==> config.mk <==
export PLATFORM = sky130hd
export DESIGN_NAME = audio_i2s_rx
export DESIGN_NICKNAME = d
export VERILOG_FILES = /design/src/rtl/audio_pkg.sv /design/src/rtl/audio_edge_sync.sv /design/src/rtl/audio_i2s_rx.sv
export SDC_FILE = /design/constraint.sdc
export NUM_CORES = 1
export LEC_CHECK = 0
export ABC_AREA = 1
export BUFFER_PORTS_ARGS = -buffer_cell sky130_fd_sc_hd__buf_2
export CORE_ASPECT_RATIO = 1.5
export CORE_MARGIN = 2
export CORE_UTILIZATION = 60
export DETAILED_ROUTE_END_ITERATION = 10
export GPL_ROUTABILITY_DRIVEN = 0
export PLACE_DENSITY = 0.81
export SYNTH_ARGS = -nofsm -noshare
export SYNTH_HDL_FRONTEND = slang
export SYNTH_SLANG_ARGS = --single-unit
==> constraint.sdc <==
create_clock -name clk -period 2.4 [get_ports clk]
set_input_delay 0.72 -clock clk [delete_from_list [all_inputs] [get_ports clk]]
set_output_delay 0.72 -clock clk [all_outputs]
set_load 0.01 [all_outputs]
==> src/rtl/audio_pkg.sv <==
// ============================================================================
// audio_pkg : shared FSM states, format codes and default widths for audio IO
// Revision  : 1.0
// ============================================================================
`default_nettype none

package audio_pkg;

    typedef enum logic [1:0] {
        HUNT  = 2'd0,
        ALIGN = 2'd1,
        SHIFT = 2'd2
    } rx_state_t;

    localparam logic FMT_I2S = 1'b0;
    localparam logic FMT_LJ  = 1'b1;

    localparam int AUDIO_DATA_W = 16;
    localparam int AUDIO_SLOT_W = 32;

endpackage

`default_nettype wire

==> src/rtl/audio_edge_sync.sv <==
// ============================================================================
// audio_edge_sync : 2-FF synchroniser with rise/fall/any-edge strobes
// Revision        : 1.0
// ============================================================================
`default_nettype none

module audio_edge_sync (
    input  logic clk,
    input  logic rst_n,
    input  logic din,
    output logic sync,
    output logic rise,
    output logic fall,
    output logic any_edge
);

    logic [1:0] meta;
    logic       prev;

    always_ff @(posedge clk or negedge rst_n) begin
        if (!rst_n) begin
            meta <= 2'b00;
            prev <= 1'b0;
        end else begin
            meta <= {meta[0], din};
            prev <= meta[1];
        end
    end

    assign sync     = meta[1];
    assign rise     = meta[1] & ~prev;
    assign fall     = ~meta[1] & prev;
    assign any_edge = meta[1] ^ prev;

endmodule

`default_nettype wire

==> src/rtl/audio_i2s_rx.sv <==
// ============================================================================
// audio_i2s_rx : oversampled I2S / left-justified stereo receiver
//                optional saturating slot-error counter: AUDIO_RX_ERR_CNT_EN
// Revision     : 1.0
// ============================================================================
`default_nettype none

module audio_i2s_rx
    import audio_pkg::*;
#(
    parameter int DATA_W = AUDIO_DATA_W,
    parameter int SLOT_W = AUDIO_SLOT_W,
    parameter int CNT_W  = 8
) (
    input  logic              clk,
    input  logic              rst_n,
    input  logic              fmt_lj,
    input  logic              BCLK,
    input  logic              LRCLK,
    input  logic              ADCDAT,
    output logic [DATA_W-1:0] left,
    output logic [DATA_W-1:0] right,
    output logic              sample_valid,
    output logic              slot_err,
    output logic [CNT_W-1:0]  err_count
);

    localparam int                BW       = $clog2(SLOT_W + 2);
    localparam logic [BW-1:0]     SLOT_LEN = BW'(SLOT_W);
    localparam logic [DATA_W-1:0] MSB_ONE  = {1'b1, {(DATA_W-1){1'b0}}};

    logic bclk_rise, lr_s;
    logic bclk_unused_sync, bclk_unused_fall, bclk_unused_any;
    logic lr_unused_rise, lr_unused_fall, lr_unused_any;

    audio_edge_sync u_bclk_sync (
        .clk      (clk),
        .rst_n    (rst_n),
        .din      (BCLK),
        .sync     (bclk_unused_sync),
        .rise     (bclk_rise),
        .fall     (bclk_unused_fall),
        .any_edge (bclk_unused_any)
    );

    audio_edge_sync u_lrclk_sync (
        .clk      (clk),
        .rst_n    (rst_n),
        .din      (LRCLK),
        .sync     (lr_s),
        .rise     (lr_unused_rise),
        .fall     (lr_unused_fall),
        .any_edge (lr_unused_any)
    );

    logic [1:0] dat_meta;
    logic       dat;

    always_ff @(posedge clk or negedge rst_n) begin
        if (!rst_n) dat_meta <= 2'b00;
        else        dat_meta <= {dat_meta[0], ADCDAT};
    end
    assign dat = dat_meta[1];

    rx_state_t         state, state_d;
    logic              lr_q, lr_primed, ws_edge;
    logic              ch, have_l;
    logic [BW-1:0]     bit_cnt;
    logic [DATA_W-1:0] shreg, ptr, hold_l;

    // The first strobe after reset only primes lr_q, so a static LRCLK level is not an edge.
    assign ws_edge = bclk_rise & lr_primed & (lr_s != lr_q);

    always_ff @(posedge clk or negedge rst_n) begin
        if (!rst_n) state <= HUNT;
        else        state <= state_d;
    end

    always_comb begin
        state_d = state;
        if (ws_edge)
            state_d = (fmt_lj == FMT_LJ) ? SHIFT : ALIGN;
        else if (bclk_rise && state == ALIGN)
            state_d = SHIFT;
    end

    always_ff @(posedge clk or negedge rst_n) begin
        if (!rst_n) begin
            lr_q         <= 1'b0;
            lr_primed    <= 1'b0;
            ch           <= 1'b0;
            have_l       <= 1'b0;
            bit_cnt      <= '0;
            shreg        <= '0;
            ptr          <= '0;
            hold_l       <= '0;
            left         <= '0;
            right        <= '0;
            sample_valid <= 1'b0;
            slot_err     <= 1'b0;
        end else begin
            sample_valid <= 1'b0;
            slot_err     <= 1'b0;
            if (bclk_rise) begin
                lr_q      <= lr_s;
                lr_primed <= 1'b1;
                if (ws_edge) begin
                    if (state != HUNT) begin
                        slot_err <= (bit_cnt != SLOT_LEN);
                        if (!ch) begin
                            hold_l <= shreg;
                            have_l <= 1'b1;
                        end else begin
                            if (have_l) begin
                                left         <= hold_l;
                                right        <= shreg;
                                sample_valid <= 1'b1;
                            end
                            have_l <= 1'b0;
                        end
                    end
                    ch      <= lr_s;
                    bit_cnt <= BW'(1);
                    // LJ: this bit is the new MSB; I2S: it is the discarded delay bit.
                    if (fmt_lj == FMT_LJ) begin
                        shreg <= dat ? MSB_ONE : '0;
                        ptr   <= MSB_ONE >> 1;
                    end else begin
                        shreg <= '0;
                        ptr   <= MSB_ONE;
                    end
                end else if (state != HUNT) begin
                    if (bit_cnt != '1) bit_cnt <= bit_cnt + BW'(1);
                    if (dat) shreg <= shreg | ptr;
                    ptr <= ptr >> 1;
                end
            end
        end
    end

`ifdef AUDIO_RX_ERR_CNT_EN
    logic [CNT_W-1:0] err_cnt_q;

    always_ff @(posedge clk or negedge rst_n) begin
        if (!rst_n)
            err_cnt_q <= '0;
        else if (slot_err && err_cnt_q != '1)
            err_cnt_q <= err_cnt_q + CNT_W'(1);
    end
    assign err_count = err_cnt_q;
`else
    assign err_count = '0;
`endif

endmodule

`default_nettype wire

== After elaboration in Yosys (flattened, before gate mapping) ==
Index checks and enable logic that the tools add are counted.

* Memories kept: 0
* Latch bits: 0
* Register bits: 101
* Input bits: 6
* Bits in read-only memories: 0
* Memory bits (writable): 0
* Logic and storage cells: 64

* Add/sub/neg operators: 1
* $lt $le $gt $ge: 0
* Bitwise gates (word level): 6
* Shift operators: 0
* Equality and inequality tests: 4
* Reduce and logical (&&, ||, !) cells: 13
* Div/mod/pow operators: 0
* Multiplexer cells: 23
* $mul: 0

{| class="wikitable"
|+ Operator list
! operator !! number
|-
| two-way mux 16 bit || 8
|-
| two-way mux 6 bit || 3
|-
| OR 16 bit || 1
|-
| != test 6 bit, second input constant || 2
|-
| nonzero test 2 bit || 5
|-
| two-way mux 1 bit || 9
|-
| AND reduction 3 bit || 3
|-
| adder 6 x 1 -> 6 bit, second input constant || 1
|-
| two-way mux 2 bit || 3
|-
| AND reduction 5 bit || 1
|-
| AND reduction 2 bit || 2
|-
| AND reduction 4 bit || 1
|-
| AND 1 bit || 3
|-
| equality test 2 x 1 -> 1 bit, second input constant || 1
|-
| NOT 1 bit || 2
|-
| logical AND 1 bit || 1
|-
| != test 1 bit || 1
|}

== Logic depth before layout (Yosys ltp) ==
Gate-level depths: netlist of the first run.

* Depth after elaboration: 6
* Gate-level depth with buffers: 9
* Gate-level depth less buffers: 8

== Cells and area by module ==
A second synthesis of the first run with hierarchy kept.

* Cell total of the unflattened synthesis: 445
* Area total of the unflattened synthesis: 4131.5 µm²

{| class="wikitable"
|+ By module, submodules not included
! module !! area each (µm²) !! cells each !! seq. area each (µm²) !! instances
|-
| audio_i2s_rx || 3908.7 || 429 || 2402.3 || 1
|-
| audio_edge_sync || 111.4 || 8 || 75.1 || 2
|}

== Worst setup path before layout of the first run ==
No wires, ideal clock.

* Path type: register to register
* Start: reg bit_cnt[0]
* End: reg bit_cnt[1]
* Stages on the path, launching flop included: 8
* Required time: 2280 ps
* Data arrival time: 1128 ps
* Clock period less this slack: 1248 ps
* Path slack: 1152 ps
* Path buffers: 0
* Path through: dfrtp_1 > ha_1 > nand3_1 > nor2_1 > nor2_4 > inv_1 > nor2_1 > nor2_1

* Word-level cells in the longest chain between the ends: 4

{| class="wikitable"
|+ RTL lines
! what !! RTL line !! RTL
|-
| start, declared || audio_i2s_rx.sv:68 || <nowiki>logic [BW-1:0] bit_cnt;</nowiki>
|-
| start signal, assigned || audio_i2s_rx.sv:133 || <nowiki>if (bit_cnt != '1) bit_cnt <= bit_cnt + BW'(1);</nowiki>
|-
| adder 6 x 1 -> 6 bit || audio_i2s_rx.sv:133 ||
|-
| two-way mux 6 bit || audio_i2s_rx.sv:133 ||
|-
| two-way mux 6 bit || audio_i2s_rx.sv:132 || <nowiki>end else if (state != HUNT) begin</nowiki>
|-
| two-way mux 6 bit || audio_i2s_rx.sv:107 || <nowiki>if (ws_edge) begin</nowiki>
|}

Several ways; a longest one is shown, not always the timed one. The select of a mux whose other input is x is not followed.
A chain may end at the register's enable or synchronous reset.

== Worst setup path after layout of the first run ==
* Start: reg ch
* End: reg right[15]

* Word-level cells in the longest chain between the ends: 1

{| class="wikitable"
|+ RTL lines
! what !! RTL line !! RTL
|-
| start, declared || audio_i2s_rx.sv:67 || <nowiki>logic ch, have_l;</nowiki>
|-
| start signal, assigned || audio_i2s_rx.sv:122 || <nowiki>ch <= lr_s;</nowiki>
|-
| AND reduction 5 bit (no line) || - ||
|-
| end signal, assigned || audio_i2s_rx.sv:116 || <nowiki>right <= shreg;</nowiki>
|-
| end, declared || audio_i2s_rx.sv:22 || <nowiki>output logic [DATA_W-1:0] right,</nowiki>
|}

No other way between the ends.

==> results of run 1 <==
-- final cells by class --
class | instances | area, um^2
clock inverters | 3 | 20.02
well taps | 78 | 97.59
multi-input cells | 299 | 1356
repair buffers | 46 | 262.8
clock buffers | 12 | 165.2
inverters | 20 | 75.07
fillers | 571 | 2301
flip-flops and latches | 101 | 2527
-- power groups by stage --
stage	logic (uW)	clock network (uW)	registers, uW
after global placement	440	0	2050
final	457	1000	2030
after CTS	462	1020	2030
after floorplan	372	0	2030
after detailed placement	460	0	2060
after global routing	535	1080	2060
-- per-stage QoR --
| step | hold WS, ns | total power [uW] |
|---|---|---|
| floorplan | 0.3312 | 2399 |
| global placement | 0.3323 | 2494 |
| detailed placement | 0.3465 | 2524 |
| CTS | 0.3290 | 3514 |
| global route | 0.3614 | 3670 |
| finish | 0.3323 | 3491 |
-- logic make-up after synthesis --
logic type                 after synthesis
adders and majority gates                2
DFF                                    101
AOI/OAI and AO/OA                       39
other                                    1
buffers and inverters                   50
and+or+nand+nor                        250
-- cell usage after synthesis (all sizes together) (2+ instances only) --
library cell,n
a21oi,28
buf,29
dfrtp,101
ha,2
inv,20
nand2,155
nand3,61
nand4,4
nor2,27
o21ai,9
-- registers in the layout, indices dropped and copies added, names as in the netlist --
register	cells
hold_l	16
left	16
ptr	16
right	16
shreg	16
bit_cnt	6
dat_meta	2
state	2
u_bclk_sync.meta	2
u_lrclk_sync.meta	2
ch	1
have_l	1
lr_primed	1
lr_q	1
sample_valid	1
slot_err	1
u_bclk_sync.prev	1
-- metal layers --
layer / part of all wire [%] / vias to the layer above
met4: 2.7 / 0
met2: 51 / 56
met5: 0 / -
met1: 43 / 1438
met3: 3.2 / 15
li1: - / 1468
-- cells in the final DEF, fill, tap and decap left out, types with 4 or more instances in the layout --
cell type  netlist  layout
conb_1           1       8
buf_4           15       7
inv_1           17      17
a21oi_1         28      28
nand3_1         61      61
buf_2            4      38
clkbuf_8         0      12
dfrtp_1        101     101
o21ai_0          9       9
nand4_1          4       4
nand2_1        151     151
nor2_1          21      21
-- how the worst max path moves through the flow --
stage | startpoint | end | slack (ns) | cells after the start
2_1_floorplan | bit_cnt[0]$_DFFE_PN0P_ | bit_cnt[1]$_DFFE_PN0P_ | 1.15 | 7
6_report | ch$_DFFE_PN0P_ | right[15]$_DFFE_PN0P_ | 0.62 | 5
5_1_grt | ch$_DFFE_PN0P_ | right[15]$_DFFE_PN0P_ | 0.42 | 4
3_3_place_gp | ch$_DFFE_PN0P_ | right[15]$_DFFE_PN0P_ | 0.68 | 5
4_1_cts | ch$_DFFE_PN0P_ | right[15]$_DFFE_PN0P_ | 0.60 | 5
3_5_place_dp | ch$_DFFE_PN0P_ | right[15]$_DFFE_PN0P_ | 0.62 | 5
==> qor.yml, run 1 <==
global_routing:
  grt_pass1_vias: 2908
  grt.met2_usage_pct: 35.65
  grt_overflow: 0
  grt_first_pass_wirelength_um: 13000
  grt.busiest_layer: "met2"
  grt_max_degree: 45
  grt_util_met1_pct: 27.10
  grtUsageTotal_pct: 21.84
  grt_use_met3_pct: 4.834
  grt_antenna_before_repair: 0
synth:
  avgSynthCellArea_um2: 9.442
  synth-xor-area-share_pct: 0
  synth_compound_area_share_pct: 4.786
  synth_mux_area_share_pct: 0
  synth_largest_area_cell: "dfrtp_1"
  synth-seq-cells: 101
  synth_area_um2: 4183
  ys_top_cells_by_area: "dfrtp_1 (60%), nand2_1 (14%), nand3_1 (7.3%)"
  syn-instance-count: 443
  postSynth.asyncResetShare_pct: 100.0
  synth_cell_types: 25
  yosys.area_share.simple_pct: 26.32
  synth_edf_count: 0
  yosys.area_share.adder_pct: 0.5983
  yosysWarnings: 0
  ys_seq_area_share_pct: 60.42
  synth-main-ff-cell: "dfrtp_1"
  synth_top_family_by_area: "simple AND/OR/NAND/NOR gates"
  synth.top_cell.area_share_pct: 60.42
cells_and_area:
  n_antenna_cell: 0
  design_area_um2: 4504
  drive_above_1_share_pct: 15.59
  stdcell_count: 559
  nets: 485
  syn2layout_area_growth_pct: 7.688
  utilization_pct: 66.19
worst_setup_path:
  end_kind: "register"
  critPathMaxFanout: 34
  path_class: "reg2reg"
  path_cells: "nand2_1, nor2_4, nand2_4, nand2_1, o21ai_0"
  cp.required_ns: 2.64
  cp.arrival_ns: 2.03
  r2r_start: "ch$_DFFE_PN0P_"
  startpoint_type: "register"
  crit_slowest_cell: "nor2_4"
  cpPeakStageDelay_ns: 0.51
  crit_buf_inv: 0
  rr_worst_depth: 5
  cp_common_cell: "nand2_1"
  r2r_slack_ns: 0.62
  path_delay_family: "simple AND/OR/NAND/NOR gates"
  r2r_end: "right[15]$_DFFE_PN0P_"
clocking:
  cts_resized: 0
  cts-hold-fix-buffers: 0
  path_clk_slew_ns: 0.09
  cts_buffers: 9
  worstSkewPairLatency_ns: 0.37
  cts.path.max_buffers: 2
  clock-sinks: 101
  cts_tree: "yes"
  cts_root_buf: "clkbuf_8"
  htree_levels: 3
  postCtsSetupBuffers: 0
pwr:
  switching_share_pct: 28.60
  p_comb_share_pct: 13.1
  power.leakage_uw: 0.002549
  p_sw_uw: 998.5
  internal-power_uw: 2492
  ir_drop_mv: 0.4604
  cellPowerDensity_nw_per_um2: 775.0
  power_frac_clock_pct: 28.7
  power_frac_seq_pct: 58.2
route:
  drt_iter0_drc: 236
  via_per_inst: 5.326
  vias: 2977
  wirelength_um: 7397
  dr.pass1.iters: 4
  avgRoutedWirePerCell_um: 13.23
  drc_errors: 0
  ant_nets: 0
placed_design:
  io_buffers: 39
  dpl.hpwl_um: 5099
  dp.cells: 544
  dp_slack_ns: 0.6207
  place_area_um2: 4319
outcome:
  outcome: "finished, final reports clean"
timing:
  min_period_over_period_pct: 74.30
  fin_tns_setup_ns: 0
  finalSetupViolations: 0
  final_max_slew_viol_count: 0
  report.final.hold_viol_count: 0
  skew_ns: 0.01149
  setup_ws_ns: 0.6168
  fin_crit_ns: 1.783
  max_freq_ghz: 0.5608
  rsz0062_at_grt: "false"
  max-slew-margin-rel_pct: 59.89
  tightest_slew_ns: 0.6002
floorplanning:
  die_y_um: 106.3
  start_util_pct: 61.46
  core-area_um2: 6805
  boundaryPins: 48
  die_w_um: 72.17
  design.die.area_um2: 7669
  row_count: 37
worst_hold_path:
  min_path_type: "in2async"
job:
  maxCapViolCount: 0
(Power assumes the default switching activity.)
==> run 2, diff against run 1 <==
--- a/config.mk
+++ b/config.mk
@@ -9,10 +9,10 @@
 export BUFFER_PORTS_ARGS = -buffer_cell sky130_fd_sc_hd__buf_2
 export CORE_ASPECT_RATIO = 1.5
 export CORE_MARGIN = 2
-export CORE_UTILIZATION = 60
+export CORE_UTILIZATION = 52
 export DETAILED_ROUTE_END_ITERATION = 10
 export GPL_ROUTABILITY_DRIVEN = 0
-export PLACE_DENSITY = 0.81
+export PLACE_DENSITY = 0.74
 export SYNTH_ARGS = -nofsm -noshare
 export SYNTH_HDL_FRONTEND = slang
 export SYNTH_SLANG_ARGS = --single-unit
==> constraint.sdc (replaced) <==
create_clock -name clk -period 1.5 [get_ports clk]
set_input_delay 0.45 -clock clk [delete_from_list [all_inputs] [get_ports clk]]
set_output_delay 0.45 -clock clk [all_outputs]
set_load 0.01 [all_outputs]
==> run 2 against run 1 <==
Compared with the run above: cell count rose by 6.3%; first-iteration DRC count is 7.2% lower; combinational power is 86% higher; register-to-register slack worse by 0.53 ns; global-route usage decreased by 2.3 points; power rose by 78%; critical path type unchanged; worst hold slack got worse by 0.30 ns; routed wire length up 7.4%.
==> qor.yml, run 2 (same netlist as run 1, synthesis figures left out) <==
outcome:
  outcome: "finished, final reports clean"
route:
  drc_errors: 0
  vias: 3052
  wirelength_um: 7946
  dr.pass1.iters: 5
  avgRoutedWirePerCell_um: 13.38
  via_per_inst: 5.138
  drt_iter0_drc: 219
  ant_nets: 0
floorplanning:
  die_w_um: 77.23
  design.die.area_um2: 8792
  core-area_um2: 7908
  start_util_pct: 52.90
  row_count: 40
  boundaryPins: 48
  die_y_um: 113.8
timing:
  finalSetupViolations: 0
  fin_crit_ns: 1.412
  max-slew-margin-rel_pct: 52.56
  fin_tns_setup_ns: 0
  rsz0062_at_grt: "false"
  final_max_slew_viol_count: 0
  max_freq_ghz: 0.7080
  skew_ns: 0.004818
  tightest_slew_ns: 0.7108
  report.final.hold_viol_count: 0
  min_period_over_period_pct: 94.16
clocking:
  cts-hold-fix-buffers: 0
  clock-sinks: 101
  cts_buffers: 9
  cts_root_buf: "clkbuf_16"
  worstSkewPairLatency_ns: 0.34
  htree_levels: 3
  cts.path.max_buffers: 2
  cts_tree: "yes"
  path_clk_slew_ns: 0.06
worst_setup_path:
  path_class: "reg2reg"
  crit_buf_inv: 0
  path_delay_family: "simple AND/OR/NAND/NOR gates"
  r2r_start: "have_l$_DFFE_PN0P_"
  startpoint_type: "register"
  path_depth: 4
  end_kind: "register"
  critPathMaxFanout: 16
  cp_common_cell: "nand2_1"
  crit_start: "have_l$_DFFE_PN0P_"
  cp.required_ns: 1.78
  cpPeakStageDelay_ns: 0.59
  cp.arrival_ns: 1.69
  crit_slowest_cell: "nor2_2"
  rr_worst_depth: 4
  path_cells: "nand2_1, nor2_2, nand3_1, nand2_1"
placed_design:
  io_buffers: 39
  dpl.hpwl_um: 5037
pwr:
  ir_drop_mv: 0.7891
  power.leakage_uw: 0.002634
  cellPowerDensity_nw_per_um2: 1305
  fin_total_pwr_uw: 6231
global_routing:
  grt_antenna_before_repair: 0
  grt_overflow: 0
  grtUsageTotal_pct: 19.51
  grt_first_pass_wirelength_um: 13520
  grt_pass1_vias: 2984
  grt_max_degree: 45
cells_and_area:
  seqCellArea_um2: 2527
  syn2layout_area_growth_pct: 14.18
  layout_commonest_cell: "nand2_1"
  drive_above_1_share_pct: 16.77
  mostFrequentLayoutCells: "nand2_1 (151), dfrtp_1 (101), nand3_1 (61)"
  multi_input_area_um2: 1376
  n_antenna_cell: 0
  nets: 492
  fillers: 687
job:
  maxCapViolCount: 0
worst_hold_path:
  min_path_type: "in2async"
run 2: metal layers:
metal  vias up  global-route usage (%)  wire (um)
met5         -                       0          0
met4         0                   9.286        150
met3        13                   4.272        359
met2        83                   34.14       4242
met1      1466                   22.71       3194
li1       1490                       -          -
run 2: repair_timing:
item / in CTS / in global routing
gates resized for setup: 1 / 5
buffers inserted: 1 / 0
pin swaps: 1 / 1
cloned: 1 / 1
setup endpoints to repair: 33 / 70
run 2: path summary, 6_finish.rpt:
check / to / slack, ns
hold reg to reg: dat_meta[1]$_DFF_PN0_ / 0.35
setup / recovery: left[13]$_DFFE_PN0P_ / 0.09
hold / removal: shreg[7]$_DFFE_PN0P_ / 0.04
max in group asynchronous: right[13]$_DFFE_PN0P_ / 0.98
min in group clk: u_lrclk_sync.meta[0]$_DFF_PN0_ / 0.21
setup reg to reg: left[13]$_DFFE_PN0P_ / 0.09
run 2: stage by stage:
stage | hold slack (ns) | util (%) | instances | instance area (um^2) | setup slack [ns]
after CTS | 0.04345 | 59.95 | 593 | 4741 | 0.003847
after global routing | 0.06623 | 60.40 | 594 | 4776 | 0.01246
final | 0.03567 | 60.40 | 594 | 4776 | 0.08764
after floorplan | 0.1544 | - | 450 | 4209 | 0.2522
after global placement | 0.3330 | 56.22 | 575 | 4446 | -0.2023
after detailed placement | 0.3347 | 56.22 | 575 | 4446 | -0.2198
run 2: power breakdown:
group	leakage (uW)	internal [uW]	switching, uW	total [uW]
Combinational	0.00114	313	535	848
Sequential	0.00136	3010	239	3250
Clock	0.000134	1220	916	2130
run 2: final cells by class:
type / instances / area share (%)
sequential: 101 / 52.92
multi-input combinational: 300 / 28.82
timing repair buffer: 52 / 8.122
clock buffer: 15 / 5.607
tap: 105 / 2.751
inverter: 20 / 1.677
clock inverter: 1 / 0.1048
==> run 3, diff against run 2 <==
--- a/config.mk
+++ b/config.mk
@@ -9,10 +9,10 @@
 export BUFFER_PORTS_ARGS = -buffer_cell sky130_fd_sc_hd__buf_2
 export CORE_ASPECT_RATIO = 1.5
 export CORE_MARGIN = 2
-export CORE_UTILIZATION = 52
+export CORE_UTILIZATION = 30
 export DETAILED_ROUTE_END_ITERATION = 10
 export GPL_ROUTABILITY_DRIVEN = 0
-export PLACE_DENSITY = 0.74
+export PLACE_DENSITY = 0.47
 export SYNTH_ARGS = -nofsm -noshare
 export SYNTH_HDL_FRONTEND = slang
 export SYNTH_SLANG_ARGS = --single-unit
==> constraint.sdc (replaced) <==
create_clock -name clk -period 1.5 [get_ports clk]
set_input_delay 0.45 -clock clk [delete_from_list [all_inputs] [get_ports clk]]
set_output_delay 0.45 -clock clk [all_outputs]
set_load 0.02 [all_outputs]
==> run 3 against run 2 <==
Compared with the run above: first-iteration DRC count decreased by 25%; clock power up 28%; flip-flop and latch count is the same; maximum frequency is 5.0% higher.
==> qor.yml, run 3 (same netlist as run 1, synthesis figures left out) <==
clocking:
  cts.path.max_buffers: 2
  htree_levels: 3
  path_clk_slew_ns: 0.07
  cts_buffers: 9
  cts-hold-fix-buffers: 0
  cts_tree: "yes"
  cts_root_buf: "clkbuf_16"
  clock-sinks: 101
  worstSkewPairLatency_ns: 0.34
timing:
  max_freq_ghz: 0.7435
  fin_crit_ns: 1.345
  final_max_slew_viol_count: 0
  report.final.hold_viol_count: 0
  setup_ws_ns: 0.1550
  rsz0062_at_grt: "false"
  finalSetupViolations: 0
  skew_ns: 0.008696
  fin_tns_setup_ns: 0
  min_period_over_period_pct: 89.67
worst_setup_path:
  cp.required_ns: 1.05
  path_cells: "buf_2"
  path_class: "reg2out"
  rr_worst_depth: 7
  cp.arrival_ns: 0.89
  cpPeakStageDelay_ns: 0.39
  end_kind: "primary output"
  r2r_start: "bit_cnt[1]$_DFFE_PN0P_"
  startpoint_type: "register"
  crit_buf_inv: 1
  r2r_end: "bit_cnt[1]$_DFFE_PN0P_"
  critPathMaxFanout: 2
  crit_slowest_cell: "dfrtp_1"
  r2r_slack_ns: 0.16
  path_delay_family: "flip-flops"
route:
  dr.pass1.iters: 4
  avgRoutedWirePerCell_um: 13.10
  wirelength_um: 8593
  drt_iter0_drc: 164
  ant_nets: 0
  vias: 2985
  drc_errors: 0
  via_per_inst: 4.550
global_routing:
  grt_antenna_before_repair: 0
  grtUsageTotal_pct: 12.15
  grt.met2_usage_pct: 19.83
  grt_use_met3_pct: 2.820
  grt.busiest_layer: "met2"
  grt_util_met1_pct: 15.62
  grt_overflow: 0
  grt_max_degree: 46
  grt_pass1_vias: 2860
  grt_first_pass_wirelength_um: 14410
floorplanning:
  start_util_pct: 30.91
  boundaryPins: 48
  die_y_um: 148.6
  die_w_um: 100.4
  design.die.area_um2: 14920
  row_count: 52
  core-area_um2: 13530
cells_and_area:
  stdcell_count: 656
  layout_commonest_cell: "nand2_1"
  drive_above_1_share_pct: 18.22
  syn2layout_area_growth_pct: 19.20
  nets: 497
  mostFrequentLayoutCells: "nand2_1 (151), dfrtp_1 (101), nand3_1 (61)"
  n_antenna_cell: 0
  fillers: 1390
placed_design:
  io_buffers: 39
  dpl.hpwl_um: 5766
  dp.cells: 636
  dp_slack_ns: 0.04395
worst_hold_path:
  min_path_type: "in2async"
pwr:
  power.leakage_uw: 0.002701
  ir_drop_mv: 0.4514
  cellPowerDensity_nw_per_um2: 1390
outcome:
  outcome: "finished, final reports clean"
job:
  maxCapViolCount: 0
-- run 3: cell count changes in the layout (fill, tap and decap cells not counted), moves of 2 or more --
| cell | change |
|---|---|
| o21ai_1 | +2 |
| bufinv_16 | +3 |
| buf_4 | +4 |
| o21ai_0 | -2 |
| clkbuf_1 | -4 |
-- run 3: layout make-up --
| cell class | count | area [um^2] | share of cell area, % |
|---|---|---|---|
| inverters | 20 | 80.08 | 1.606 |
| clock inverters | 6 | 117.6 | 2.359 |
| repair buffers | 58 | 449.2 | 9.009 |
| flip-flops and latches | 101 | 2527 | 50.69 |
| clock buffers | 10 | 239.0 | 4.793 |
| multi-input cells | 299 | 1370 | 27.48 |
| well taps | 162 | 202.7 | 4.065 |
-- run 3: per-stage QoR --
stage	hold slack (ns)	instance area [um^2]	utilization [%]	total power, uW
floorplan	0.1544	4209	-	3872
global placement	0.3346	4559	33.69	4159
detailed placement	0.3347	4559	33.69	4188
CTS	0.04025	4916	36.33	6962
global route	0.04851	4986	36.84	7294
finish	0.03717	4986	36.84	6931
-- run 3: report_power, final --
part           internal (uW)  switching (uW)  total, uW
Combinational            384             588        972
Sequential              3010             217       3230
Clock                   1690            1040       2730
Total                   5090            1840       6930
-- run 3: routing by layer --
layer	vias to the layer above	wire [um]
met2	54	4362
li1	1499	-
met3	10	226
met5	-	0
met4	0	128
met1	1422	3877
-- run 3: repair_timing --
| action | in CTS | in global routing |
|---|---|---|
| setup endpoints to repair | 0 | 41 |
| gates resized for setup | 0 | 8 |
| setup buffers | 0 | 3 |
-- run 3: worst max path at each step --
stage / from / slack [ns] / to / depth (start not counted)
detailed placement: bit_cnt[1]$_DFFE_PN0P_ / 0.04 / bit_cnt[1]$_DFFE_PN0P_ / 7
CTS: bit_cnt[1]$_DFFE_PN0P_ / 0.03 / bit_cnt[1]$_DFFE_PN0P_ / 7
finish: right[0]$_DFFE_PN0P_ / 0.16 / right[0] / 1
global placement: bit_cnt[1]$_DFFE_PN0P_ / 0.08 / bit_cnt[1]$_DFFE_PN0P_ / 7
floorplan: bit_cnt[0]$_DFFE_PN0P_ / 0.25 / bit_cnt[1]$_DFFE_PN0P_ / 7
global route: u_bclk_sync.prev$_DFF_PN0_ / 0.02 / hold_l[15]$_DFFE_PN0P_ / 8
